--- config.mk ---
export PLATFORM = sky130hd
export DESIGN_NAME = uart_tx_arbiter
export DESIGN_NICKNAME = d
export VERILOG_FILES = /design/src/rtl/uart_pkg.sv /design/src/rtl/rr_select.sv /design/src/rtl/uart_tx_arbiter.sv
export SDC_FILE = /design/constraint.sdc
export NUM_CORES = 1
export LEC_CHECK = 0
export ABC_AREA = 1
export ABC_CLOCK_PERIOD_IN_PS = 4000
export CAP_MARGIN = 40
export CORE_ASPECT_RATIO = 0.75
export CORE_MARGIN = 2
export CORE_UTILIZATION = 49
export DETAILED_ROUTE_END_ITERATION = 12
export PLACE_DENSITY = 0.85
export SKIP_CTS_REPAIR_TIMING = 1
export SLEW_MARGIN = 20
export SYNTH_ARGS = -nofsm -noshare
export SYNTH_HDL_FRONTEND = slang
export SYNTH_SLANG_ARGS = --single-unit
export TNS_END_PERCENT = 10
--- constraint.sdc ---
create_clock -name clk -period 4 [get_ports clk]
set_clock_uncertainty 0.2 [all_clocks]
set_input_delay 0.8 -clock clk [delete_from_list [all_inputs] [get_ports clk]]
set_output_delay 0.8 -clock clk [all_outputs]
set_load 0.01 [all_outputs]
--- src/rtl/uart_pkg.sv ---
// Shared definitions for the UART transmit path: byte width, link
// configuration and the arbiter state encoding.
package uart_pkg;

  localparam int UART_DATA_WIDTH = 8;
  localparam int BAUD_RATE       = 9600;
  localparam int CLK_FREQ        = 100_000_000;

  // Arbiter sequencing states; the encoding is visible on the debug port.
  typedef enum logic [2:0] {
    ST_IDLE      = 3'd0,
    ST_START     = 3'd1,
    ST_WAIT_BUSY = 3'd2,
    ST_WAIT_DONE = 3'd3,
    ST_END       = 3'd4,
    ST_NEXT      = 3'd5
  } state_e;

endpackage

--- src/rtl/rr_select.sv ---
// Combinational round-robin pick: the first set bit of req, searching
// rr_ptr, rr_ptr+1, ... and wrapping at NUM_REQ-1.
module rr_select #(
  parameter int NUM_REQ = 4,
  parameter int IDX_W   = $clog2(NUM_REQ)
) (
  input  logic [NUM_REQ-1:0] req,
  input  logic [IDX_W-1:0]   rr_ptr,
  output logic [IDX_W-1:0]   winner,
  output logic               found
);

  logic [IDX_W:0] sum;

  // Walk the offsets from farthest to nearest so the nearest request wins.
  always_comb begin
    winner = '0;
    found  = 1'b0;
    sum    = '0;
    for (int k = NUM_REQ - 1; k >= 0; k--) begin
      sum = {1'b0, rr_ptr} + (IDX_W + 1)'(k);
      if (sum >= (IDX_W + 1)'(NUM_REQ)) begin
        sum = sum - (IDX_W + 1)'(NUM_REQ);
      end
      if (req[sum[IDX_W-1:0]]) begin
        winner = sum[IDX_W-1:0];
        found  = 1'b1;
      end
    end
  end

endmodule

--- src/rtl/uart_tx_arbiter.sv ---
// Packet-granular round-robin arbiter that feeds one UART transmitter.
//
// Requester handshake: req_ready[i] is a combinational one-cycle accept,
// only ever raised while req_valid[i] is high; the byte and its last flag
// are taken on the clock edge that ends that cycle. A requester must hold
// valid, data and last stable until it sees ready. Once a requester wins,
// the grant stays with it until the byte flagged last has been sent.
module uart_tx_arbiter
  import uart_pkg::*;
#(
  parameter int NUM_REQ       = 4,
  parameter int DATA_WIDTH    = UART_DATA_WIDTH,
  parameter int BUSY_WAIT_MAX = 16
) (
  input  logic                          clk,
  input  logic                          rst,
  input  logic [NUM_REQ-1:0]            req_valid,
  input  logic [NUM_REQ*DATA_WIDTH-1:0] req_data,
  input  logic [NUM_REQ-1:0]            req_last,
  output logic [NUM_REQ-1:0]            req_ready,
  output logic [DATA_WIDTH-1:0]         o_txdata,
  output logic                          o_tx_enable,
  input  logic                          i_tx_busy,
  output logic [NUM_REQ-1:0]            o_grant,
  output logic                          o_active,
  output logic                          o_timeout,
  output logic [2:0]                    o_state
);

  localparam int IDX_W = $clog2(NUM_REQ);
  localparam int CNT_W = $clog2(BUSY_WAIT_MAX + 1);
  localparam logic [CNT_W-1:0] CNT_LAST = CNT_W'(BUSY_WAIT_MAX - 1);
  localparam logic [IDX_W-1:0] IDX_MAX  = IDX_W'(NUM_REQ - 1);

  state_e                 state_q,     state_d;
  logic [IDX_W-1:0]       rr_ptr_q,    rr_ptr_d;
  logic [IDX_W-1:0]       owner_q,     owner_d;
  logic [NUM_REQ-1:0]     grant_q,     grant_d;
  logic                   active_q,    active_d;
  logic [DATA_WIDTH-1:0]  txdata_q,    txdata_d;
  logic                   tx_enable_q, tx_enable_d;
  logic                   timeout_q,   timeout_d;
  logic                   last_q,      last_d;
  logic [CNT_W-1:0]       cnt_q,       cnt_d;
  // Low for the first cycle after reset release so no accept can coincide
  // with the reset edge and req_ready stays low throughout reset.
  logic                   run_q,       run_d;

  logic [IDX_W-1:0]       rr_winner;
  logic                   rr_found;
  logic                   accept;
  logic [IDX_W-1:0]       acc_idx;

  rr_select #(
    .NUM_REQ (NUM_REQ),
    .IDX_W   (IDX_W)
  ) u_rr_select (
    .req    (req_valid),
    .rr_ptr (rr_ptr_q),
    .winner (rr_winner),
    .found  (rr_found)
  );

  // Decide whether a byte is accepted this cycle and from whom.
  always_comb begin
    accept  = 1'b0;
    acc_idx = '0;
    case (state_q)
      ST_IDLE: begin
        if (run_q && rr_found) begin
          accept  = 1'b1;
          acc_idx = rr_winner;
        end
      end
      ST_NEXT: begin
        if (req_valid[owner_q]) begin
          accept  = 1'b1;
          acc_idx = owner_q;
        end
      end
      default: ;
    endcase
    req_ready = accept ? (NUM_REQ'(1) << acc_idx) : '0;
  end

  // Next-state and register updates for the transmit sequencer.
  always_comb begin
    state_d     = state_q;
    rr_ptr_d    = rr_ptr_q;
    owner_d     = owner_q;
    grant_d     = grant_q;
    active_d    = active_q;
    txdata_d    = txdata_q;
    tx_enable_d = 1'b0;
    timeout_d   = 1'b0;
    last_d      = last_q;
    cnt_d       = cnt_q;
    run_d       = 1'b1;

    case (state_q)
      ST_IDLE, ST_NEXT: begin
        if (accept) begin
          txdata_d    = DATA_WIDTH'(req_data >> (int'(acc_idx) * DATA_WIDTH));
          last_d      = req_last[acc_idx];
          owner_d     = acc_idx;
          grant_d     = NUM_REQ'(1) << acc_idx;
          active_d    = 1'b1;
          tx_enable_d = 1'b1;
          state_d     = ST_START;
        end
      end
      ST_START: begin
        cnt_d   = '0;
        state_d = ST_WAIT_BUSY;
      end
      ST_WAIT_BUSY: begin
        if (i_tx_busy) begin
          state_d = ST_WAIT_DONE;
        end else if (cnt_q == CNT_LAST) begin
          // Transmitter never acknowledged; give up on this byte.
          timeout_d = 1'b1;
          state_d   = ST_END;
        end else begin
          cnt_d = cnt_q + 1'b1;
        end
      end
      ST_WAIT_DONE: begin
        if (!i_tx_busy) begin
          state_d = ST_END;
        end
      end
      ST_END: begin
        if (last_q) begin
          rr_ptr_d = (owner_q == IDX_MAX) ? '0 : owner_q + 1'b1;
          grant_d  = '0;
          active_d = 1'b0;
          state_d  = ST_IDLE;
        end else begin
          state_d = ST_NEXT;
        end
      end
      default: state_d = ST_IDLE;
    endcase
  end

  // State and datapath registers; reset aborts any transfer in flight.
  always_ff @(posedge clk or negedge rst) begin
    if (!rst) begin
      state_q     <= ST_IDLE;
      rr_ptr_q    <= '0;
      owner_q     <= '0;
      grant_q     <= '0;
      active_q    <= 1'b0;
      txdata_q    <= '0;
      tx_enable_q <= 1'b0;
      timeout_q   <= 1'b0;
      last_q      <= 1'b0;
      cnt_q       <= '0;
      run_q       <= 1'b0;
    end else begin
      state_q     <= state_d;
      rr_ptr_q    <= rr_ptr_d;
      owner_q     <= owner_d;
      grant_q     <= grant_d;
      active_q    <= active_d;
      txdata_q    <= txdata_d;
      tx_enable_q <= tx_enable_d;
      timeout_q   <= timeout_d;
      last_q      <= last_d;
      cnt_q       <= cnt_d;
      run_q       <= run_d;
    end
  end

  assign o_txdata    = txdata_q;
  assign o_tx_enable = tx_enable_q;
  assign o_grant     = grant_q;
  assign o_active    = active_q;
  assign o_timeout   = timeout_q;
  assign o_state     = state_q;

endmodule

==> insert_results.sql, run 1 <==
INSERT INTO impl_metrics (metric_group, metric, value, unit) VALUES
('sta', 'final-setup-viol-count', '0', ''),
('sta', 'count_of_final_hold_check_violations', '0', ''),
('critical_path', 'critical-path-top-delay-family', 'buffers and inverters', ''),
('clock_tree', 'cts_root_buffer', 'sky130_fd_sc_hd__clkbuf_8', ''),
('critical_path', 'timing.critical_path.arrival', '2.94', 'ns'),
('routing', 'via_count', '2126', ''),
('synth', 'synth_cells', '305', ''),
('synth', 'yosys_warnings', '0', ''),
('global_route', 'grt_remaining_overflow', '0', ''),
('critical_path', 'endpoint_kind', 'output pin', ''),
('synth', 'synth-edff-count', '0', ''),
('routing', 'drt_iter0_drc', '131', ''),
('die', 'die_w', '76.83', 'um'),
('global_route', 'maximum_number_of_pins_on_one_net_before_global_route_repair', '30', ''),
('clock_tree', 'tritoncts.num_buffers', '5', ''),
('synth', 'syn-cell-area', '1949', 'um2'),
('critical_path', 'cp-startpoint', 'req_valid[1]', ''),
('hold_path', 'worstHoldStart', 'o_active', ''),
('clock_tree', 'cts.clk_slew.worst_paths', '0.06', 'ns'),
('pwr', 'power.density_cell_area', '667.0', 'nW/um2'),
('synth', 'ffs_w_async_s_r_synth', '1.000', ''),
('sta', 'achievable-frequency', '254.0', 'MHz'),
('pwr', 'vdd_ir_drop_max', '0.0003900', 'V'),
('die', 'die_y', '58.63', 'um'),
('critical_path', 'criticalPathCategory', 'in2out', ''),
('routing', 'ant_nets', '0', ''),
('synth', 'mapped_nets', '351', ''),
('die', 'die-area', '4504', 'um2'),
('die', 'design.core.area', '3732', 'um2'),
('synth', 'synthFlopType', 'sky130_fd_sc_hd__dfrtp_1', ''),
('synth', 'postSynthRegisterBits', '29', ''),
('pwr', 'p_leak', '1.521', 'nW'),
('critical_path', 'crit_slowest_cell', 'sky130_fd_sc_hd__clkdlybuf4s50_1', ''),
('hold_path', 'hp-class', 'reg2reg', ''),
('sta', 'finalWorstSetupSlack', '0.06375', 'ns'),
('sta', 'rsz_0062_raised_after_global_routing', 'true', ''),
('critical_path', 'worstPathBufferInverterCount', '5', ''),
('synth', 'synth_cell_type_count', '27', ''),
('pwr', 'total_power', '0.001881', 'W'),
('critical_path', 'nature_of_the_critical_path_startpoint', 'input port', ''),
('cells_and_area', 'fillerInstances', '319', ''),
('sta', 'layout_worst_path_cycle_share', '0.9841', ''),
('place', 'globalplace.congestion', '0.8380', ''),
('cells_and_area', 'area.growth.synth_to_final', '44.67', '%'),
('clock_tree', 'clockBufferDepth', '2', ''),
('sta', 'finalMaxSlewViolations', '0', ''),
('global_route', 'wire_length_of_the_first_global_routing_pass', '8535', 'um'),
('place', 'buffer_ports.inserted', '64', ''),
('critical_path', 'timing.critical_path.fanout_max', '3', ''),
('critical_path', 'setup.reg_to_reg.worst_slack', '1.46', 'ns'),
('cells_and_area', 'n_antenna_cell', '0', ''),
('global_route', 'number_of_antenna_violations_at_the_first_check_in_global_routing', '0', ''),
('critical_path', 'worst_r2r_dst', 'o_grant[3]', ''),
('clock_tree', 'clkLatencyLatePin', '0.28', 'ns'),
('place', 'post-place-ws', '-0.04139', 'ns'),
('status', 'status', 'finished clean', ''),
('hold_path', 'min_path_cells', '2', ''),
('critical_path', 'path_common_cell', 'sky130_fd_sc_hd__nand2_1', ''),
('routing', 'detailedRoute.firstPassIterationCount', '4', ''),
('critical_path', 'reg_to_reg_critical_path_startpoint', 'rr_ptr_q[0]', ''),
('synth', 'post_syn_area_per_cell', '6.391', 'um2'),
('cells_and_area', 'footprint_of_the_multi_input_gates', '1055', 'um2'),
('cells_and_area', 'final_layout_size_suffix_gt1_frac', '0.08684', ''),
('routing', 'post_dr_wirelength_cell', '11.85', 'um'),
('routing', 'viasPerCell', '4.921', ''),
('critical_path', 'critPathMaxStageDelay', '0.52', 'ns'),
('clock_tree', 'clock_sink_count', '29', ''),
('die', 'ioPinCount', '65', ''),
('synth', 'seq_area_frac_synth', '0.3723', ''),
('place', 'place.detailed.hpwl', '3927', 'um'),
('global_route', 'vias_in_the_first_global_route', '1896', '');
cell usage after synthesis (3+ instances only):
cell type                   n  share of area
sky130_fd_sc_hd__nand3_1   26          0.067
sky130_fd_sc_hd__nor2_1    19          0.037
sky130_fd_sc_hd__buf_2      6          0.015
sky130_fd_sc_hd__buf_6      3          0.017
sky130_fd_sc_hd__nor3_1     4          0.010
sky130_fd_sc_hd__nand2_1  154           0.30
sky130_fd_sc_hd__inv_1     26          0.050
sky130_fd_sc_hd__o21ai_0   10          0.026
sky130_fd_sc_hd__inv_2      4         0.0077
sky130_fd_sc_hd__dfrtp_1   29           0.37
sky130_fd_sc_hd__ha_1       3          0.019
sky130_fd_sc_hd__a21oi_1    6          0.015
layout make-up:
class / instances / share of cell area
multi-input cells: 236 / 0.3740
repair buffers: 77 / 0.2644
flip-flops and latches: 29 / 0.2573
inverters: 30 / 0.03993
clock buffers: 7 / 0.03061
well taps: 52 / 0.02307
clock inverters: 1 / 0.01065
where the power goes:
group	switching (W)	internal, W
registers	0.000111	0.000407
clock network	0.000111	0.000203
logic	0.000596	0.000453
metrics by stage:
step,instance area (um2),instances,setup TNS [ns],hold WS [ns],util
floorplan,1949,305,0,0.2707,-
global placement,2663,421,0,0.2561,0.7134
detailed placement,2663,421,-0.04139,0.2579,0.7134
CTS,2779,429,-0.09189,0.2722,0.7446
global route,2820,432,-0.1698,0.3095,0.7556
finish,2820,432,0,0.2727,0.7556
metal layers:
layer,share of wire,vias to the layer above,track usage
met1,0.46,953,0.3274
met2,0.46,81,0.3985
met3,0.068,4,0.05675
met4,0.0035,0,0.03896
li1,-,1088,-
met5,0,-,0
worst max path at each step:
stage / depth (start not counted) / endpoint / slack (ns)
6_report: 13 / req_ready[0] / 0.06
5_1_grt: 13 / req_ready[1] / -0.09
4_1_cts: 13 / req_ready[0] / -0.06
3_5_place_dp: 13 / req_ready[0] / -0.04
3_3_place_gp: 13 / req_ready[0] / 0.07
2_1_floorplan: 12 / req_ready[0] / 1.06
cells in the final DEF, fill, tap and decap left out, drive strengths merged:
master         synthesis  final
or2                    1      1
dfrtp                 29     29
o31ai                  1      1
nand2                155    155
inv                   30     30
buf                    9     13
a21oi                  7      7
nor3                   5      5
dlymetal6s2s           0      3
nand4                  1      1
o211ai                 1      1
clkdlybuf4s50          0     61
ha                     3      3
nand3                 27     27
bufinv                 0      1
and2                   1      1
conb                   1      1
o21ai                 12     12
nor2                  20     20
clkbuf                 1      7
o21a                   1      1
cells by family after synthesis:
| kind of cell | share of synthesized area |
|---|---|
| flops | 0.3723 |
| buf+inv | 0.09242 |
| compound gates | 0.06804 |
| other cells | 0.001924 |
| fa+ha+maj | 0.01926 |
| simple gates | 0.4461 |
state kept, by name, indices dropped and copies added (netlist names):
name	count
last_q	1
rr_ptr_q	2
owner_q	2
o_tx_enable	1
o_timeout	1
run_q	1
o_grant	4
o_state	3
o_txdata	8
o_active	1
cnt_q	5
worst register-to-register path, stage by stage (launching register included):
cell                      delay [ns]
sky130_fd_sc_hd__dfrtp_1        0.47
sky130_fd_sc_hd__inv_2          0.16
sky130_fd_sc_hd__nand2_1        0.06
sky130_fd_sc_hd__nand2_1        0.08
sky130_fd_sc_hd__nand2_1        0.07
sky130_fd_sc_hd__nand2_1        0.10
sky130_fd_sc_hd__nor2_1         0.08
sky130_fd_sc_hd__a21oi_4        0.22
sky130_fd_sc_hd__inv_1          0.07
sky130_fd_sc_hd__and2_1         0.15
sky130_fd_sc_hd__buf_4          0.18
sky130_fd_sc_hd__o21ai_1        0.11
sky130_fd_sc_hd__nand4_1        0.26
sky130_fd_sc_hd__nand2_1        0.15
sky130_fd_sc_hd__nand2_1        0.06
Note: power is estimated with default switching activity, not from simulation.
==> run 2: changes to the inputs <==
- CORE_UTILIZATION: 49 -> 50
- PLACE_DENSITY: 0.85 -> 0.86
- SYNTH_HIERARCHICAL: default -> 1
==> run 2 against run 1 <==
Against the previous run:
- wire length grew 6.2%
- die area grew 1.3%
- via count shrank 3.2%
- clock power shrank 14%
==> insert_results.sql, run 2 <==
INSERT INTO impl_metrics (metric_group, metric, value, unit) VALUES
('global_route', 'vias_in_the_first_global_route', '1846', ''),
('critical_path', 'critPathMaxStageDelay', '0.54', 'ns'),
('cells_and_area', 'area.growth.synth_to_final', '37.59', '%'),
('place', 'post-place-cells', '382', ''),
('cells_and_area', 'layout_common_cells', 'sky130_fd_sc_hd__clkdlybuf4s50_1 (61), sky130_fd_sc_hd__nand2_1 (46), sky130_fd_sc_hd__nor2_1 (45)', ''),
('synth', 'synth_cell_type_count', '33', ''),
('sta', 'achievable-frequency', '260.5', 'MHz'),
('sta', 'layout_worst_path_cycle_share', '0.9597', ''),
('synth', 'yosys_warnings', '6', ''),
('global_route', 'maximum_number_of_pins_on_one_net_before_global_route_repair', '30', ''),
('critical_path', 'timing.critical_path.arrival', '2.84', 'ns'),
('synth', 'netlist_top_cells_count', 'sky130_fd_sc_hd__nand2_1 (47), sky130_fd_sc_hd__nor2_1 (45), sky130_fd_sc_hd__nand3_1 (39), sky130_fd_sc_hd__dfrtp_1 (29), sky130_fd_sc_hd__nand4_1 (20)', ''),
('die', 'placement_rows', '19', ''),
('cells_and_area', 'largest_register_ffs', '8', ''),
('critical_path', 'endpoint_kind', 'output pin', ''),
('place', 'buffer_ports.inserted', '64', ''),
('sta', 'final-setup-viol-count', '0', ''),
('synth', 'synthFlopType', 'sky130_fd_sc_hd__dfrtp_1', ''),
('cells_and_area', 'final_common_cell', 'sky130_fd_sc_hd__clkdlybuf4s50_1', ''),
('cells_and_area', 'final_cell_count_no_fill', '390', ''),
('synth', 'postSynthRegisterBits', '29', ''),
('clock_tree', 'clkLatencyLatePin', '0.28', 'ns'),
('clock_tree', 'clockBufferDepth', '2', ''),
('synth', 'seq_area_frac_synth', '0.3598', ''),
('die', 'die_y', '59.01', 'um'),
('synth', 'synth_area_leader_cell', 'sky130_fd_sc_hd__dfrtp_1', ''),
('hold_path', 'hp-class', 'reg2reg', ''),
('clock_tree', 'ctsHtreeMaxLevel', '2', ''),
('die', 'floorplan.initialDensity', '0.5370', ''),
('routing', 'viasPerCell', '5.279', ''),
('synth', 'post-synth-top-count-cell', 'sky130_fd_sc_hd__nand2_1', ''),
('synth', 'ffs_w_async_s_r_synth', '1.000', ''),
('die', 'design.core.area', '3756', 'um2'),
('synth', 'synth_area_leaders', 'sky130_fd_sc_hd__dfrtp_1 (36%), sky130_fd_sc_hd__nand3_1 (9.7%), sky130_fd_sc_hd__nand2_1 (8.7%)', ''),
('pwr', 'power.density_cell_area', '665.4', 'nW/um2'),
('place', 'globalplace.congestion', '0.8946', ''),
('sta', 'finalWorstSetupSlack', '0.1610', 'ns'),
('routing', 'ant_nets', '0', ''),
('clock_tree', 'tritoncts.num_buffers', '5', ''),
('sta', 'finalMaxSlewViolations', '0', ''),
('hold_path', 'worstHoldStart', 'o_grant[3]', ''),
('routing', 'via_count', '2059', ''),
('die', 'die_w', '77.34', 'um'),
('cells_and_area', 'final_layout_size_suffix_gt1_frac', '0.1716', ''),
('pwr', 'vdd_ir_drop_max', '0.0004381', 'V'),
('synth', 'synth_cells', '269', ''),
('pwr', 'p_leak', '1.338', 'nW'),
('global_route', 'number_of_antenna_violations_at_the_first_check_in_global_routing', '0', ''),
('clock_tree', 'cts_root_buffer', 'sky130_fd_sc_hd__clkbuf_8', ''),
('sta', 'count_of_final_hold_check_violations', '0', ''),
('cells_and_area', 'nets', '383', ''),
('clock_tree', 'cts.clk_slew.worst_paths', '0.06', 'ns'),
('clock_tree', 'tritoncts', 'yes', ''),
('routing', 'drt_iter0_drc', '184', ''),
('critical_path', 'timing.critical_path.fanout_max', '6', ''),
('clock_tree', 'clock_sink_count', '29', ''),
('global_route', 'grtUsageTotal', '0.2482', ''),
('place', 'place.detailed.hpwl', '4147', 'um'),
('routing', 'drc', '0', ''),
('status', 'status', 'finished clean', ''),
('critical_path', 'cp-startpoint', 'req_valid[3]', ''),
('sta', 'finalCriticalPeriod', '3.839', 'ns'),
('synth', 'mapped_nets', '315', ''),
('job', 'maxCapViolations', '0', ''),
('critical_path', 'crit_slowest_cell', 'sky130_fd_sc_hd__clkdlybuf4s50_1', ''),
('place', 'post-place-ws', '0.1028', 'ns'),
('global_route', 'grt_remaining_overflow', '0', ''),
('synth', 'synth-edff-count', '0', ''),
('routing', 'finalWirelength', '5436', 'um'),
('global_route', 'wire_length_of_the_first_global_routing_pass', '8769', 'um'),
('cells_and_area', 'fillerInstances', '326', ''),
('critical_path', 'criticalPathCategory', 'in2out', ''),
('critical_path', 'nature_of_the_critical_path_startpoint', 'input port', ''),
('synth', 'post_syn_area_per_cell', '7.498', 'um2'),
('critical_path', 'reg_to_reg_critical_path_startpoint', 'rr_ptr_q[0]', ''),
('cells_and_area', 'layout.cell_area.non_filler', '2775', 'um2'),
('routing', 'post_dr_wirelength_cell', '13.94', 'um'),
('critical_path', 'timing.critical_path.required', '3.00', 'ns'),
('cells_and_area', 'n_antenna_cell', '0', ''),
('routing', 'detailedRoute.firstPassIterationCount', '4', ''),
('die', 'die-area', '4563', 'um2'),
('die', 'ioPinCount', '65', ''),
('place', 'post_placement_cell_area', '2660', 'um2'),
('synth', 'syn-cell-area', '2017', 'um2'),
('synth', 'yosys.area.top_type_share', '0.3598', ''),
('sta', 'setup_tns', '0', 'ns'),
('cells_and_area', 'final_core_utilization', '0.7388', ''),
('critical_path', 'cp_cell_sequence', 'clkdlybuf4s50_1, inv_2, o21ai_2, nand2_1, nand2_1, nand3_1, nand3_1, nand4_1, nand2_2, inv_2, nor2_1, clkdlybuf4s50_1', '');
-- run 2: path summary, 6_finish.rpt --
path / endpoint / slack [ns] / depth (start not counted)
worst min register to register: o_grant[3] / 0.29 / 2
worst min-delay path: o_grant[3] / 0.29 / 2
worst max register to register: o_txdata[2] / 1.60 / 14
worst max-delay path: req_ready[2] / 0.16 / 12
min in group asynchronous: cnt_q[2] / 0.70 / 2
max in group asynchronous: o_active / 2.62 / 2
-- run 2: worst max-delay path: cells and delay by family --
kind	cells	cell delay (ns)
and+or+nand+nor	7	0.71
AOI/OAI and AO/OA	1	0.17
buffers and inverters	4	1.15
-- run 2: logic make-up after synthesis --
kind of cell	Yosys count	share of synthesized area
buffers and inverters	40	0.1172
multiplexers	1	0.005583
AND/OR/NAND/NOR	175	0.4361
XOR/XNOR	1	0.004343
flip-flops	29	0.3598
adder cells (fa/ha/maj)	3	0.01861
other	1	0.001859
AO/OA/AOI/OAI	19	0.05646
-- run 2: routing by layer --
| layer | vias to the layer above | wire (um) | track usage |
|---|---|---|---|
| met5 | - | 0 | 0 |
| met1 | 949 | 2409 | 0.3346 |
| met2 | 79 | 2572 | 0.4087 |
| met4 | 0 | 104 | 0.08929 |
| met3 | 13 | 350 | 0.04573 |
| li1 | 1018 | - | - |
-- run 2: area by class of cell --
| type | count | area, um2 | share of cell area |
|---|---|---|---|
| clock buffer | 7 | 96.34 | 0.03472 |
| clock inverter | 1 | 5.005 | 0.001803 |
| inverter | 29 | 113.9 | 0.04103 |
| multi-input combinational | 200 | 1061 | 0.3823 |
| sequential | 29 | 725.7 | 0.2615 |
| tap | 52 | 65.06 | 0.02344 |
| timing repair buffer | 72 | 708.2 | 0.2552 |
-- run 2: where the power goes --
part / switching, W / total, W / internal, W
registers: 0.000115 / 0.000526 / 0.000411
clock network: 0.000114 / 0.000269 / 0.000155
logic: 0.000597 / 0.00105 / 0.000454
-- run 2: metrics by stage --
stage	hold slack [ns]	power, W
3_3_place_gp	0.2524	0.001526
6_report	0.2890	0.001846
2_1_floorplan	0.2711	0.001243
3_5_place_dp	0.2830	0.001566
5_1_grt	0.3138	0.001988
4_1_cts	0.2982	0.001849
